<file path="src/rtl/rom_pkg.sv">
//==============================================================================
// Module  : rom_pkg
// Purpose : Shared definitions for the rom burst reader: default rom geometry
//           and the reader FSM state encoding.
// Ports   : none (package)
// Revision: 1.0 - initial release
//==============================================================================
`default_nettype none

package rom_pkg;

  // Default rom geometry: depth = 2**DEF_ADDR_W words of DEF_DATA_W bits.
  localparam int DEF_ADDR_W = 3;
  localparam int DEF_DATA_W = 4;

  // Reader FSM encoding.
  typedef enum logic [1:0] {
    ST_IDLE  = 2'd0,
    ST_RUN   = 2'd1,
    ST_DRAIN = 2'd2
  } state_t;

endpackage

`default_nettype wire

</file>
<file path="src/rtl/rom_stream_reader.sv">
//==============================================================================
// Module  : rom_stream_reader
// Purpose : Burst address generator and registered output stage for an
//           external combinational rom. A start pulse walks len consecutive
//           addresses from base (modulo 2**ADDR_W) and presents each word on a
//           valid/ready stream with backpressure.
// Ports   :
//   clk        in   1        rising-edge clock
//   rst        in   1        asynchronous active-high reset
//   start      in   1        burst request (sampled in IDLE only)
//   base       in   ADDR_W   first address of the burst
//   len        in   LEN_W    number of words (0 = empty burst)
//   rom_addr   out  ADDR_W   address to the rom
//   rom_data   in   DATA_W   rom word for rom_addr (same cycle)
//   data_out   out  DATA_W   registered rom word
//   data_addr  out  ADDR_W   address data_out came from
//   data_valid out  1        data_out/data_addr valid
//   data_ready in   1        consumer accepts on valid && ready
//   busy       out  1        burst in progress
//   done       out  1        one-cycle pulse at end of burst
// Revision: 1.0 - initial release
//==============================================================================
`default_nettype none

module rom_stream_reader
  import rom_pkg::*;
#(
  parameter int   ADDR_W = DEF_ADDR_W,
  parameter int   DATA_W = DEF_DATA_W,
  localparam int  LEN_W  = ADDR_W + 1
) (
  input  logic              clk,
  input  logic              rst,
  input  logic              start,
  input  logic [ADDR_W-1:0] base,
  input  logic [LEN_W-1:0]  len,
  output logic [ADDR_W-1:0] rom_addr,
  input  logic [DATA_W-1:0] rom_data,
  output logic [DATA_W-1:0] data_out,
  output logic [ADDR_W-1:0] data_addr,
  output logic              data_valid,
  input  logic              data_ready,
  output logic              busy,
  output logic              done
);

  // Registered state
  state_t              r_state;
  logic [ADDR_W-1:0]   r_addr;
  logic [LEN_W-1:0]    r_rem;
  logic [DATA_W-1:0]   r_data;
  logic [ADDR_W-1:0]   r_daddr;
  logic                r_valid;
  logic                r_busy;
  logic                r_done;

  // Next-state values
  state_t              w_state;
  logic [ADDR_W-1:0]   w_addr;
  logic [LEN_W-1:0]    w_rem;
  logic [DATA_W-1:0]   w_data;
  logic [ADDR_W-1:0]   w_daddr;
  logic                w_valid;
  logic                w_busy;
  logic                w_done;

  // The output register may be (re)loaded when empty or when its word is
  // being taken this edge; otherwise the consumer is stalling us.
  logic                w_can_capture;
  logic                w_handshake;

  assign w_can_capture = !r_valid || data_ready;
  assign w_handshake   = r_valid && data_ready;

  always_comb begin
    w_state = r_state;
    w_addr  = r_addr;
    w_rem   = r_rem;
    w_data  = r_data;
    w_daddr = r_daddr;
    w_valid = r_valid;
    w_busy  = r_busy;
    w_done  = 1'b0;

    case (r_state)
      ST_IDLE: begin
        if (start) begin
          if (len != '0) begin
            w_addr  = base;
            w_rem   = len;
            w_busy  = 1'b1;
            w_state = ST_RUN;
          end else begin
            // Empty burst: acknowledge immediately without going busy.
            w_done = 1'b1;
          end
        end
      end

      ST_RUN: begin
        if (w_can_capture) begin
          w_data  = rom_data;
          w_daddr = r_addr;
          w_valid = 1'b1;
          // Natural overflow of the ADDR_W-bit add provides the wrap.
          w_addr  = r_addr + ADDR_W'(1);
          w_rem   = r_rem - LEN_W'(1);
          if (r_rem == LEN_W'(1)) begin
            w_state = ST_DRAIN;
          end
        end
      end

      ST_DRAIN: begin
        // Final word is in the output register; finish once it is taken.
        if (w_handshake) begin
          w_valid = 1'b0;
          w_done  = 1'b1;
          w_busy  = 1'b0;
          w_state = ST_IDLE;
        end
      end

      default: begin
        w_state = ST_IDLE;
        w_valid = 1'b0;
        w_busy  = 1'b0;
      end
    endcase
  end

  always_ff @(posedge clk or posedge rst) begin
    if (rst) begin
      r_state <= ST_IDLE;
      r_addr  <= '0;
      r_rem   <= '0;
      r_data  <= '0;
      r_daddr <= '0;
      r_valid <= 1'b0;
      r_busy  <= 1'b0;
      r_done  <= 1'b0;
    end else begin
      r_state <= w_state;
      r_addr  <= w_addr;
      r_rem   <= w_rem;
      r_data  <= w_data;
      r_daddr <= w_daddr;
      r_valid <= w_valid;
      r_busy  <= w_busy;
      r_done  <= w_done;
    end
  end

  assign rom_addr   = r_addr;
  assign data_out   = r_data;
  assign data_addr  = r_daddr;
  assign data_valid = r_valid;
  assign busy       = r_busy;
  assign done       = r_done;

endmodule

`default_nettype wire

</file>
<file path="config.mk">
export PLATFORM = sky130hd
export DESIGN_NAME = rom_stream_reader
export DESIGN_NICKNAME = d
export VERILOG_FILES = /design/src/rtl/rom_pkg.sv /design/src/rtl/rom_stream_reader.sv
export SDC_FILE = /design/constraint.sdc
export NUM_CORES = 1
export LEC_CHECK = 0
export CORE_MARGIN = 8
export CORE_UTILIZATION = 52
export CTS_BUF_LIST = sky130_fd_sc_hd__clkbuf_8
export DETAILED_ROUTE_END_ITERATION = 12
export PLACE_DENSITY_LB_ADDON = 0.2
export SLEW_MARGIN = 20
export SYNTH_ARGS = -nofsm -noshare
export SYNTH_HDL_FRONTEND = slang
export SYNTH_SLANG_ARGS = --single-unit
</file>
<file path="constraint.sdc">
create_clock -name clk -period 2.8 [get_ports clk]
set_input_delay 0.84 -clock clk [delete_from_list [all_inputs] [get_ports clk]]
set_output_delay 0.84 -clock clk [all_outputs]
set_load 0.02 [all_outputs]
</file>
Word-level counts from Yosys, hierarchy flattened
Index checks and enable logic that the tools add are counted.
- register bits after elaboration: 19
- word-level logic and storage cells: 55
- equal/unequal tests: 8
- muxes and demuxes: 24
- bitwise gates (word level): 2
- reductions and logical operators: 11
- add/sub/neg operators: 2
- operators with widths (cell ; number):
    2-to-1 mux 4 bit ; 3
    2-to-1 mux 2 bit ; 5
    != test 2 bit (second input constant) ; 5
    2-to-1 mux 3 bit ; 3
    case mux 4 bit (2 select lines) ; 1
    AND reduction 4 bit ; 2
    2-to-1 mux 1 bit ; 7
    case mux 1 bit (3 select lines) ; 2
    case mux 2 bit (3 select lines) ; 1
    case mux 3 bit (2 select lines) ; 1
    AND reduction 5 bit ; 1
    == test 4 x 1 -> 1 bit (second input constant) ; 1
    nonzero test 4 bit ; 1
    subtractor 4 x 1 -> 4 bit (second input constant) ; 1
    adder 3 x 1 -> 3 bit (second input constant) ; 1
    AND reduction 3 bit ; 1
    == test 2 x 1 -> 1 bit (second input constant) ; 1
    == test 2 bit (second input constant) ; 1
    logical NOT 2 bit ; 1
    NOT 1 bit ; 2
    case mux 1 bit (2 select lines) ; 1
    AND reduction 2 bit ; 1
    nonzero test 2 bit ; 1
    logical AND 1 bit ; 1
    other kinds (2) ; 2

Depth between registers and ports, before layout
- word-level depth: 4
- gate-level depth with buffers: 7

Worst setup path after synthesis
No wires, ideal clock.
- path type: in2reg
- start: input len[0]
- end: register r_rem[0]
- arrival: 1844 ps
- stages on the path: 4
- setup slack: 830 ps
- cells stage by stage: or4_4 nand3_4 o21ai_2 a221o_1
- cells in the longest elaborated chain, start to end: 3
- elaborated cells on any way between the ends: 6
- RTL lines (what ; line ; text):
    start, declared ; rom_stream_reader.sv:36 ; input logic [LEN_W-1:0] len,
    nonzero test 4 bit or 2-to-1 mux 4 bit (tied branches) ; rom_stream_reader.sv:88 ; if (len != '0) begin
    != test 2 bit (no line) or 2-to-1 mux 4 bit (tied branches) ; - ;
    AND reduction 4 bit (no line) or case mux 4 bit (2 select lines) (tied branches) ; - ;
    end signal, assigned ; rom_stream_reader.sv:145 ; r_rem <= w_rem;
    end, declared ; rom_stream_reader.sv:50 ; logic [LEN_W-1:0] r_rem;
Several ways; a longest one is shown, not always the timed one. The select of a mux whose other input is x is not followed.
A chain may end at the register's enable or synchronous reset.

Worst setup path after layout
Same ends and word-level chain as after synthesis.

==> metrics.txt <==
Die ar.=3470 sq um; largest net degree at the start of global routing=20; Clk network pwr share=between 30% and 40%; FF/Latch Area=475 sq um; placed cells=153; initial drt markers=22; switching share of power=20.9%; placed cell area=1240 sq um; Switching Power=0.106 mW; fin cells=around 160; die width=58.9 um; clock tree from TritonCTS=built; Max Buffers Root-to-Sink=2; post-synthesis sequential area ratio=49.6%; initial antenna violation count=0; CTS clk-pin slew, worst paths=70 ps; DRC=0; crit-path max cell delay=580 ps; setup tns final=0 ps; HP Class=reg2reg; first-pass GRT wire length=3.53 mm; # hold bufs at CTS=0; Post-CTS Resized=0; vias in the first global route=between 800 and 900; Critical-path top delay cell=or4_4; syn_nets=122; detailed placer's ending HPWL=between 1.5 and 2 mm; peak supply drop=0.000316 V; RR Endpoint=r_rem[0]; post-synthesis register bit count=19; top-area cell type share of the netlist area=49.6%; post-DR wirelength/cell=14.1 um; cell area after synthesis=958 sq um; GRT Total Usage=13.1%; r2r startpoint=r_state[0]; GRT Residual Overflow=0; outcome=completed; area of the multi-input gates=445 sq um; slew at the pin closest to its max-slew limit=696 ps; Yosys top cell by area=dfrtp_1; max-cap violations=0; IO Port Bufs=27; P&R area growth vs syn=34.6%; Pre-antenna DRT Iters=4; Final setup viols=0; Leak=0.609 nW; total routed wirelength=2.21 mm; fin nets=151; yosys warns=0; Design Power=0.507 mW; unrepaired setup endpoints after global routing=no; crit path cell chain=clkdlybuf4s50_1, or4_4, nand3_4, o21ai_2, a221o_1; Clock Latency Late Sink=250 ps; Worst EP required=2940 ps; Antenna diodes=0; Via-to-Cell Ratio=5.32; power density over the cells=393 nW/um^2; crit share post-route=79.6%; clk sink count=19; cts bufs inserted=3; I/O pin total=28; Tmin final=2230 ps; H-tree depth=1; min-delay src=data_addr[0]; most frequent cells in the layout=nand2_1 (32), clkdlybuf4s50_1 (27), dfrtp_1 (19), nor2_1 (6), inv_1 (5); FMAX=449 MHz; # fillers=144; largest cells by area after synthesis=dfrtp_1 (50%), nand2_1 (13%), ha_1 (3.9%); CP max FO=9; Clk Tree Root Cell=clkbuf_8; worst reg2reg path depth=4; post-synthesis cell count=104; Core Box Area=1730 sq um; Slew headroom=53.6%; CP Launch Type=input port; syn_area_per_cell=about 9.2 sq um; Yosys cell types=30; kind of critical path=in2reg; fin area=1290 sq um; combinational share of power=9.1%; Setup Fix Bufs, Post-CTS=0; Die Height=58.9 um; clk_skew=1.03 ps; vias=835; GP Congestion=approximately 0.83; commonest non-fill, non-tap cell in the layout=nand2_1; layout cells sized above 1=7.58%; R2R Setup Slk=940 ps; Worst Hold Path Cells=2; share of power burned in registers=55.0%; CP arrival=2360 ps; Initial Util=55.5%; Slew Limit Fails=0; site row count=15; Hold Path Sink=data_addr[0]; Hold Worst Slack=~470 ps; Antenna Nets Post-Route=0; Final Hold Vio Count=0; CP Capture Type=flip-flop; internal power=0.401 mW
## routing by layer
| layer | part of all wire, % | vias up | global-route usage [%] |
|---|---|---|---|
| li1 | - | 405 | - |
| met1 | 43 | 402 | 14.8 |
| met2 | 49 | 24 | 21.8 |
| met3 | 6.9 | 4 | 4.57 |
| met4 | 1.2 | 0 | 5.80 |
| met5 | 0 | - | 0 |
## area by class of cell
class,count,area share [%]
Clock buffer,3,3.20
Clock inverter,1,0.291
Inverter,4,1.16
Multi-Input combinational cell,77,34.5
Sequential cell,19,36.9
Tap cell,25,2.42
Timing Repair Buffer,28,21.5
## state kept, by name (all words and copies together) (netlist names)
register	count
data_addr	3
r_rem	4
data_out	4
done	1
rom_addr	3
r_state	2
busy	1
data_valid	1
## how the worst max path moves through the flow
stage	from	endpoint	cells after the start
after global placement	len[0]	r_rem[0]	5
after CTS	len[0]	r_rem[2]	5
after floorplan	len[0]	r_rem[0]	4
after global routing	len[0]	r_rem[0]	5
after detailed placement	len[0]	r_rem[0]	5
final	len[0]	r_rem[0]	5
## worst max-delay path, delay by kind of cell
| family | cells | cell delay (ps) |
|---|---|---|
| compound gates | 2 | 350 |
| simple gates | 2 | 740 |
| buf+inv | 1 | 430 |
## stage by stage
stage	util, %	setup slack (ps)
2_1_floorplan	-	830
3_3_place_gp	72.1	357
3_5_place_dp	72.1	319
4_1_cts	74.7	591
5_1_grt	74.7	545
6_report	74.7	572
## kinds of logic after synthesis
group | synth area share, %
and+or+nand+nor | 27.0
DFF | 49.6
AOI/OAI and AO/OA | 12.3
buffers and inverters | 3.92
muxes | 3.26
adders and majority gates | 3.92
## power by group through the flow
stage,combinational [mW],clock [mW],sequential (mW)
2_1_floorplan,0.0117,0,0.288
3_3_place_gp,0.0455,0,0.284
3_5_place_dp,0.0460,0,0.284
4_1_cts,0.0464,0.184,0.279
5_1_grt,0.0506,0.198,0.279
6_report,0.0460,0.182,0.279
## synth_stat cells
master     n
nand2b_1   2
nand2_1   32
mux2i_1    2
o22a_1     1
nor2_1     6
o21a_1     1
o21ai_0    3
inv_1      4
nand3_4    1
a21oi_1    4
nand3b_1   2
dfrtp_1   19
nand3_1    2
buf_2      3
o31ai_1    1
a32o_1     2
or4_4      1
nor3_1     2
o21ai_2    1
mux2_2     1
nor4_1     1
and2_2     1
nor2_2     1
nor2b_1    2
o211ai_1   1
ha_1       3
a221o_1    1
buf_4      1
a31oi_1    2
nor3b_1    1
Power figures use the tool's default switching activity.
